**config.mk**
```make
export PLATFORM = sky130hd
export DESIGN_NAME = alu_exec
export DESIGN_NICKNAME = d
export VERILOG_FILES = /design/src/rtl/alu_pkg.sv /design/src/rtl/alu_iter_shifter.sv /design/src/rtl/alu_exec.sv
export SDC_FILE = /design/constraint.sdc
export NUM_CORES = 1
export LEC_CHECK = 0
export ABC_AREA = 1
export BUFFER_PORTS_ARGS = -buffer_cell sky130_fd_sc_hd__buf_2
export CAP_MARGIN = 20
export CORE_UTILIZATION = 50
export DETAILED_ROUTE_END_ITERATION = 10
export PLACE_DENSITY = 0.75
export REMOVE_ABC_BUFFERS = 1
export SLEW_MARGIN = 20
export SYNTH_ARGS = -nofsm -noshare
export SYNTH_HDL_FRONTEND = slang
export SYNTH_SLANG_ARGS = --single-unit
```
**constraint.sdc**
```tcl
create_clock -name clk -period 2.89 [get_ports clk]
set_input_delay 0.578 -clock clk [delete_from_list [all_inputs] [get_ports clk]]
set_output_delay 0.578 -clock clk [all_outputs]
set_load 0.01 [all_outputs]
```
**src/rtl/alu_pkg.sv**
```systemverilog
// Shared ALU operation encoding and execute-stage FSM states, imported by
// alu_exec and the upstream ALU control decoder so both agree on one encoding.
package alu_pkg;

    typedef enum logic [3:0] {
        ALU_ADD  = 4'b0000,
        ALU_SUB  = 4'b0001,
        ALU_AND  = 4'b0010,
        ALU_OR   = 4'b0011,
        ALU_XOR  = 4'b0100,
        ALU_SLT  = 4'b0101,
        ALU_SLTU = 4'b0110,
        ALU_SLL  = 4'b0111,
        ALU_SRL  = 4'b1000,
        ALU_SRA  = 4'b1001
    } alu_ctrl_e;

    typedef enum logic {
        IDLE  = 1'b0,
        SHIFT = 1'b1
    } alu_state_e;

    function automatic logic is_shift(alu_ctrl_e op);
        return (op == ALU_SLL) || (op == ALU_SRL) || (op == ALU_SRA);
    endfunction

endpackage

```
**src/rtl/alu_iter_shifter.sv**
```systemverilog
// One-bit-per-cycle shifter used by alu_exec when ALU_BARREL_SHIFT_EN is not defined.
// o_done/o_result are combinational so the parent can capture the final value on the last shift edge.
module alu_iter_shifter
    import alu_pkg::*;
#(
    parameter int XLEN = 32,
    parameter int SHW  = $clog2(XLEN)
) (
    input  logic            clk,
    input  logic            rst,
    input  logic            i_start,
    input  alu_ctrl_e       i_mode,
    input  logic [XLEN-1:0] i_data,
    input  logic [SHW-1:0]  i_shamt,
    output logic            o_done,
    output logic [XLEN-1:0] o_result
);

    logic [XLEN-1:0] r_work;
    logic [SHW-1:0]  r_count;
    alu_ctrl_e       r_mode;
    logic [XLEN-1:0] w_next;

    always_comb begin
        w_next = r_work;
        case (r_mode)
            ALU_SLL: w_next = {r_work[XLEN-2:0], 1'b0};
            ALU_SRL: w_next = {1'b0, r_work[XLEN-1:1]};
            ALU_SRA: w_next = {r_work[XLEN-1], r_work[XLEN-1:1]};
            default: w_next = r_work;
        endcase
    end

    // The counter idles at zero, so the work register only moves while a shift is in flight.
    always_ff @(posedge clk or posedge rst) begin
        if (rst) begin
            r_work  <= '0;
            r_count <= '0;
            r_mode  <= ALU_SLL;
        end else if (i_start) begin
            r_work  <= i_data;
            r_count <= i_shamt;
            r_mode  <= i_mode;
        end else if (r_count != '0) begin
            r_work  <= w_next;
            r_count <= r_count - SHW'(1);
        end
    end

    assign o_done   = (r_count == SHW'(1));
    assign o_result = w_next;

endmodule

```
**src/rtl/alu_exec.sv**
```systemverilog
// Execute-stage ALU with valid/ready on both sides and a registered result/zero/illegal_op.
// Shifts are iterative by default; defining ALU_BARREL_SHIFT_EN makes them single-cycle.
module alu_exec
    import alu_pkg::*;
#(
    parameter int XLEN = 32
) (
    input  logic            clk,
    input  logic            rst,
    input  logic            in_valid,
    output logic            in_ready,
    input  logic [3:0]      alu_ctrl,
    input  logic [XLEN-1:0] op_a,
    input  logic [XLEN-1:0] op_b,
    output logic            out_valid,
    input  logic            out_ready,
    output logic [XLEN-1:0] result,
    output logic            zero,
    output logic            illegal_op
);

    localparam int SHW = $clog2(XLEN);

    alu_ctrl_e       w_op;
    logic [SHW-1:0]  w_shamt;
    logic [XLEN-1:0] w_aluResult;
    logic            w_illegal;
    logic            w_outFree;
    logic            w_accept;

    logic [XLEN-1:0] r_result;
    logic            r_zero;
    logic            r_outValid;
    logic            r_illegal;

    assign w_op      = alu_ctrl_e'(alu_ctrl);
    assign w_shamt   = op_b[SHW-1:0];
    assign w_outFree = !r_outValid || out_ready;

    always_comb begin
        w_aluResult = '0;
        w_illegal   = 1'b0;
        case (w_op)
            ALU_ADD:  w_aluResult = op_a + op_b;
            ALU_SUB:  w_aluResult = op_a - op_b;
            ALU_AND:  w_aluResult = op_a & op_b;
            ALU_OR:   w_aluResult = op_a | op_b;
            ALU_XOR:  w_aluResult = op_a ^ op_b;
            ALU_SLT:  w_aluResult = {{(XLEN-1){1'b0}}, $signed(op_a) < $signed(op_b)};
            ALU_SLTU: w_aluResult = {{(XLEN-1){1'b0}}, op_a < op_b};
`ifdef ALU_BARREL_SHIFT_EN
            ALU_SLL:  w_aluResult = op_a << w_shamt;
            ALU_SRL:  w_aluResult = op_a >> w_shamt;
            ALU_SRA:  w_aluResult = $signed(op_a) >>> w_shamt;
`else
            // Only a zero shift amount takes the single-cycle path; the rest go to the shifter.
            ALU_SLL, ALU_SRL, ALU_SRA: w_aluResult = op_a;
`endif
            default: begin
                w_aluResult = '0;
                w_illegal   = 1'b1;
            end
        endcase
    end

`ifdef ALU_BARREL_SHIFT_EN

    assign in_ready = w_outFree;
    assign w_accept = in_valid && in_ready;

    always_ff @(posedge clk or posedge rst) begin
        if (rst) begin
            r_result   <= '0;
            r_zero     <= 1'b0;
            r_outValid <= 1'b0;
            r_illegal  <= 1'b0;
        end else if (w_accept) begin
            r_result   <= w_aluResult;
            r_zero     <= (w_aluResult == '0);
            r_illegal  <= w_illegal;
            r_outValid <= 1'b1;
        end else if (out_ready) begin
            r_outValid <= 1'b0;
        end
    end

`else

    alu_state_e      r_state;
    logic            w_shStart;
    logic            w_shDone;
    logic [XLEN-1:0] w_shResult;

    assign in_ready  = (r_state == IDLE) && w_outFree;
    assign w_accept  = in_valid && in_ready;
    assign w_shStart = w_accept && is_shift(w_op) && (w_shamt != '0);

    alu_iter_shifter #(
        .XLEN (XLEN),
        .SHW  (SHW)
    ) u_shifter (
        .clk      (clk),
        .rst      (rst),
        .i_start  (w_shStart),
        .i_mode   (w_op),
        .i_data   (op_a),
        .i_shamt  (w_shamt),
        .o_done   (w_shDone),
        .o_result (w_shResult)
    );

    // A consumed result drops out_valid unless a new result lands on the same edge below.
    always_ff @(posedge clk or posedge rst) begin
        if (rst) begin
            r_state    <= IDLE;
            r_result   <= '0;
            r_zero     <= 1'b0;
            r_outValid <= 1'b0;
            r_illegal  <= 1'b0;
        end else begin
            if (out_ready) begin
                r_outValid <= 1'b0;
            end
            case (r_state)
                IDLE: begin
                    if (w_shStart) begin
                        r_state <= SHIFT;
                    end else if (w_accept) begin
                        r_result   <= w_aluResult;
                        r_zero     <= (w_aluResult == '0);
                        r_illegal  <= w_illegal;
                        r_outValid <= 1'b1;
                    end
                end
                SHIFT: begin
                    if (w_shDone) begin
                        r_result   <= w_shResult;
                        r_zero     <= (w_shResult == '0);
                        r_illegal  <= 1'b0;
                        r_outValid <= 1'b1;
                        r_state    <= IDLE;
                    end
                end
                default: r_state <= IDLE;
            endcase
        end
    end

`endif

    assign result     = r_result;
    assign zero       = r_zero;
    assign out_valid  = r_outValid;
    assign illegal_op = r_illegal;

endmodule
```
==> qor.csv, run 1 <==
metric,value,unit
clockRootBuffer,clkbuf_16,
grt_pass1_wl,68800,um
period_minus_slack,2750,ps
combPwrFrac,59.7,%
path_clk_slew,60,ps
row_count,54,
status,"complete, no violations",
cts_buffer_depth,2,
fin_util,65.9,%
power.switching_fraction,47.3,%
area_growth,29.3,%
drv_slew,0,
worst-setup-path-type,in -> reg,
yosys_warnings,0,
grt_usage,40.2,%
grt_pass1_vias,12843,
cts.sinks,77,
dp_cells,2502,
syn-cell-area,0.0111,mm2
required,3160,ps
ys_seq_area_share,17.4,%
p_total,7.83,mW
slew-limit-headroom,51.6,%
io_buffers,107,
fillers,2049,
syn_area_per_cell,5.85,um2
p_clk_share,16.5,%
crit_fanout,5,
cts_hold_buf,0,
grt_max_degree,41,
core-area,0.0218,mm2
period_share,95.2,%
hold_viol_final,0,
fin_cells,2521,
critPathCaptureType,register,
drt_iter0_drc,1486,
met3_usage,6.90,%
drive_above_1_share,22.1,%
p_int,4.12,mW
gp_congestion,1.08,
hpwl,37700,um
ant_nets,0,
htree_num_levels,3,
arrival,3020,ps
die_w,151,um
clock_skew,6.94,ps
peakVddDrop,360,uV
grt_antenna_before_repair,0,
die_h,151,um
cap_violations,0,
finalWirelength,46000,um
firstDrtPassIters,6,
clk_latency,340,ps
synthFlopType,dfrtp_1,
p_per_area,546,mW/mm2
wire_per_inst,18.2,um
grt-ovfl-total,0,
seqPwrFrac,23.8,%
dieArea,0.0228,mm2
ys_ff_latch,77,
p_leak,8.17,nW
grtUsageMet2,62.4,%
fmax,0.363,GHz
async_flop_share,100,%
cts_buffers,9,
r2r_setup_slack,210,ps
setup_viol,0,
initial_core_util,51.0,%
switching_power,3.70,mW
critPathLaunchType,input pin,
cts_tree,yes,
ios,108,
synth_cells,1894,
gr-max-usage-layer,met2,
grt.met1_usage,55.5,%
final_nets,2425,
drc,0,
vias,14102,
viasPerCell,5.59,
final_common_cell,nand2_1,
worst_pin_slew,725,ps
synth.distinct_cells,48,
min_path_type,in -> async,
layout_common_cells,"nand2_1, inv_1, buf_4, nand3_1, nor2_1",
synth_edf_count,0,
[cell families (layout without fill, tap and decap cells)]
logic type	after synthesis	after routing	synth area share, %
compound gates	300	300	16.7
xor+xnor	2	2	0.158
flops	77	77	17.4
other cells	0	1	0
simple gates	950	950	35.9
buf+inv	447	793	16.3
fa+ha+maj	118	118	13.5
[power by group through the flow]
stage	Sequential, mW	Combinational (mW)	Clock, mW
finish	1.86	4.67	1.29
global route	1.91	5.07	1.34
CTS	1.86	4.50	1.29
detailed placement	1.87	4.47	0
global placement	1.85	4.38	0
floorplan	1.92	2.47	0
[worst max-delay path, stage by stage]
cell and delay [ps]:
buf_2 120, inv_1 60, ha_1 360, buf_4 180, nand2_1 140, inv_1 70
a21oi_1 190, nand2_1 130, a21oi_1 230, nand3_1 130, nand3_2 110, nand3_4 130
nor2_2 120, nand2_1 80, nor2_2 180, nand3_1 110, a21oi_1 130
[synthesized netlist by cell type, types with 2 or more instances]
cell type	number	area [um2]
nor4_1	2	12.5
ha_1	116	1450
inv_1	370	1390
nor2_1	164	616
nand2_1	548	2060
a211oi_1	6	45.0
a31oi_1	2	12.5
nand3b_1	4	30.0
dfstp_2	3	78.8
inv_2	4	15.0
clkbuf_1	19	71.3
and2_1	3	18.8
nand3_2	7	70.1
nand3_1	156	781
xor2_1	2	17.5
nor2_2	7	43.8
buf_2	33	165
dfrtp_1	74	1850
o211ai_1	8	60.1
clkinv_1	2	7.51
a21oi_1	77	385
o22ai_1	54	338
nand4_1	20	125
nand2_2	8	50.1
o221ai_1	36	315
nor3_1	24	120
fa_1	2	40.0
and3_1	3	18.8
a221oi_1	14	123
buf_4	6	45.0
buf_6	8	90.1
o21ai_0	85	425
o22a_1	3	26.3
o21bai_1	9	67.6
clkbuf_2	2	10.0
[cell type report]
cell class	instances	area, um2	area share (%)
Clock inverter	3	65.1	0.454
Tap cell	280	350	2.44
Multi-Input combinational cell	1370	7490	52.3
Clock buffer	13	280	1.95
Timing Repair Buffer	400	2800	19.5
Sequential cell	77	1930	13.5
Antenna cell	1	2.50	0.0175
Inverter	377	1420	9.90
[through the flow]
step	instance area [um2]	setup WS, ps	hold slack, ps	setup TNS (ps)
after floorplan	10700	-332	481	-5280
after global placement	13800	-397	458	-969
after detailed placement	13800	-421	467	-1230
after CTS	14200	9.18	341	0
after global routing	14300	-1.29	373	-1.29
final	14300	137	323	0
[repair_timing]
| action | CTS | global route |
|---|---|---|
| gates resized for setup | 4 | 40 |
| endpoints found under the setup margin | 1 | 2 |
| gates cloned | 0 | 0 |
| setup buffers | 0 | 2 |
| pin swaps | 0 | 5 |
[registers in the layout (all words and copies together) (netlist names)]
| signal | flops |
|---|---|
| r_state | 1 |
| out_valid | 1 |
| zero | 1 |
| illegal_op | 1 |
| u_shifter.r_mode | 4 |
| u_shifter.r_work | 32 |
| u_shifter.r_count | 5 |
| result | 32 |
[layer usage]
| layer | vias to the layer above | wire, um | part of all wire, % |
|---|---|---|---|
| met5 | - | 0 | 0 |
| met3 | 118 | 5370 | 12 |
| met1 | 6446 | 19400 | 42 |
| li1 | 6722 | - | - |
| met2 | 816 | 19500 | 42 |
| met4 | 0 | 1650 | 3.6 |
[path summary, 6_finish.rpt]
| kind | from | endpoint | depth (start not counted) |
|---|---|---|---|
| setup / recovery | op_a[19] | zero | 17 |
| hold / removal | rst | result[30] | 2 |
| setup reg to reg | u_shifter.r_mode[2] | zero | 12 |
| hold reg to reg | result[19] | result[19] | 2 |
| max in group asynchronous | rst | u_shifter.r_mode[2] | 3 |
| min in group clk | out_ready | out_valid | 2 |
(Power assumes the default switching activity.)
==> run 2: changes to the inputs <==
Settings changed: SYNTH_HIERARCHICAL from default to 1.
==> qor.csv, run 2 <==
metric,value,unit,change
grt_max_degree,51,,+24%
area_growth,27.2,%,
gp_congestion,1.07,,-1.1%
syn-cell-area,0.0117,mm2,+5.7%
arrival,2930,ps,-90 ps
hpwl,40100,um,+6.4%
die_h,155,um,+2.8%
synth_top_area_share,20.6,%,+2.1 points
synth.distinct_cells,46,,-4.2%
cap_violations,0,,unchanged
rsz0062_at_grt,true,,
setup_tns,0,ps,unchanged
initial_core_util,51.4,%,+0.48 points
grt_pass1_vias,14044,,+9.4%
yosys.cell_count.top_type,nand2_1,,
clockRootBuffer,clkbuf_16,,
ios,108,,unchanged
grt_usage,40.8,%,+0.53 points
clk_latency,340,ps,about the same
setup_viol,0,,unchanged
final_nets,2569,,+5.9%
drt_iter0_drc,1475,,-0.74%
multi_input_area,0.00810,mm2,+8.2%
drive_above_1_share,20.8,%,-1.3 points
yosys_warnings,6,,+6
die_w,155,um,+2.8%
worst-setup-path-type,in -> reg,,
cts_tree,yes,,
vias,14860,,+5.4%
diodes,0,,-1
finalWirelength,48600,um,+5.7%
layout_common_cells,"nand2_1, inv_1, buf_4, nand3_1, nor2_1",,
grt_pass1_wl,75900,um,+10%
drv_slew,0,,unchanged
setup_slack,173,ps,+36.1 ps
pre_cts_ws,-353,ps,+68.2 ps
grt-ovfl-total,0,,unchanged
path_clk_slew,60,ps,about the same
viasPerCell,5.51,,-1.5%
synthFlopType,dfrtp_1,,
cts_hold_buf,0,,unchanged
met3_usage,7.27,%,+0.37 points
io_buffers,107,,unchanged
critPathCaptureType,register,,
cts_buffer_depth,2,,unchanged
dieArea,0.0240,mm2,+5.6%
register_area,0.00193,mm2,unchanged
ys_seq_area_share,16.5,%,-0.94 points
synthTopCellsByArea,"nand2_1, dfrtp_1, ha_1, inv_1, nand3_1",,
drc,0,,unchanged
cts_buffers,9,,unchanged
htree_num_levels,3,,unchanged
crit_fanout,4,,-1
gr-max-usage-layer,met2,,
fmax,0.368,GHz,+1.3%
slew-limit-headroom,59.0,%,+7.4 points
wire_per_inst,18.0,um,-1.2%
firstDrtPassIters,10,,+4
min_path_type,in -> async,,
clock_skew,5.88,ps,-1.06 ps
syn_area_per_cell,5.71,um2,-2.4%
peakVddDrop,642,uV,+79%
grtUsageMet2,66.2,%,+3.8 points
ys_ff_latch,77,,unchanged
synth_edf_count,0,,unchanged
grt.met1_usage,54.4,%,-1.1 points
yosysTopAreaCell,nand2_1,,
async_flop_share,100,%,unchanged
period_share,94.0,%,-1.3 points
period_minus_slack,2720,ps,-36.1 ps
p_per_area,520,mW/mm2,-4.7%
grt_antenna_before_repair,0,,unchanged
synth_commonest_cells,"nand2_1, inv_1, nand3_1, nor2_1, ha_1",,
row_count,55,,+1.9%
cts.sinks,77,,unchanged
ant_nets,0,,unchanged
fillers,2240,,+9.3%
required,3110,ps,-50 ps
synth_cells,2050,,+8.2%
final_common_cell,nand2_1,,
status,"complete, no violations",,
hold_viol_final,0,,unchanged
worst_pin_slew,614,ps,-111 ps
core-area,0.0228,mm2,+4.7%
p_leak,8.63,nW,+5.7%
critPathLaunchType,input pin,,
run 2: changes by cell type after synthesis, moves of 10 or more:
cell / before / now
buf_4: 6 / 18
inv_1: 370 / 360
nand2_1: 548 / 644
nand3_1: 156 / 250
nor2_1: 164 / 185
nor3_1: 24 / 11
o21a_1: 1 / 36
o21ai_0: 85 / 69
o221ai_1: 36 / 0
o22ai_1: 54 / 31
run 2: cells by family after synthesis:
| logic type | Yosys count | synth area share, % |
|---|---|---|
| adders and majority gates | 117 | 12.6 |
| xor gates and xnor gates | 4 | 0.299 |
| AOI/OAI and AO/OA | 256 | 13.1 |
| DFF | 77 | 16.5 |
| buffers and inverters | 447 | 15.8 |
| and+or+nand+nor | 1149 | 41.7 |
run 2: path summary, 6_finish.rpt:
check,start,end,slack (ps),depth (start not counted)
max reg2reg,u_shifter/r_mode[3],zero,330,11
max,op_a[9],result[29],170,17
min reg2reg,illegal_op,illegal_op,470,2
min,rst,result[20],370,3
max in group asynchronous,rst,u_shifter/r_work[6],2100,3
min in group clk,out_ready,out_valid,440,2
run 2: stage by stage:
step                cells  hold slack, ps  area (um2)  power (mW)  util [%]
finish               2698             375       14900        7.76      65.4
global route         2698             421       14900        8.31      65.4
CTS                  2696             384       14700        7.62      64.7
detailed placement   2680             464       14400        6.46      63.4
global placement     2680             461       14400        6.34      63.4
floorplan            1969             465       11200        4.51         -
run 2: power breakdown:
group          switching, mW  internal (mW)
clock network          0.428          0.689
registers              0.370           1.53
logic                   3.07           1.67
total                   3.86           3.89
run 2: layer usage:
layer	routed length [um]	share of wire, %
met2	21700	45
met5	0	0
met3	4990	10
met4	1400	2.9
met1	20500	42
run 2: area by class of cell:
type	instances	share of cell area, %
clock buffer	12	1.65
inverter	366	9.23
tap	313	2.63
clock inverter	4	0.319
timing repair buffer	400	18.9
multi-input combinational	1526	54.4
sequential	77	13.0
run 2: worst max-delay path: stages:
cell and delay [ps]:
buf_2 100, inv_1 40, ha_1 300, buf_4 160, nor2_1 160, nand2_1 100, nor2_1 190, nand2_1 120
nand3_1 180, nand2_1 100, nand2_1 80, nand2_1 40, nand3_1 100, nand3_2 180, buf_4 210, o211ai_1 210
nand2_1 80
run 2: what timing repair did:
| action | in CTS | in global routing |
|---|---|---|
| buffers inserted | 0 | 2 |
| resized for setup | 1 | 48 |
| gates cloned | 0 | 0 |
| pin swaps | 0 | 4 |
| endpoints found under the setup margin | 1 | 11 |
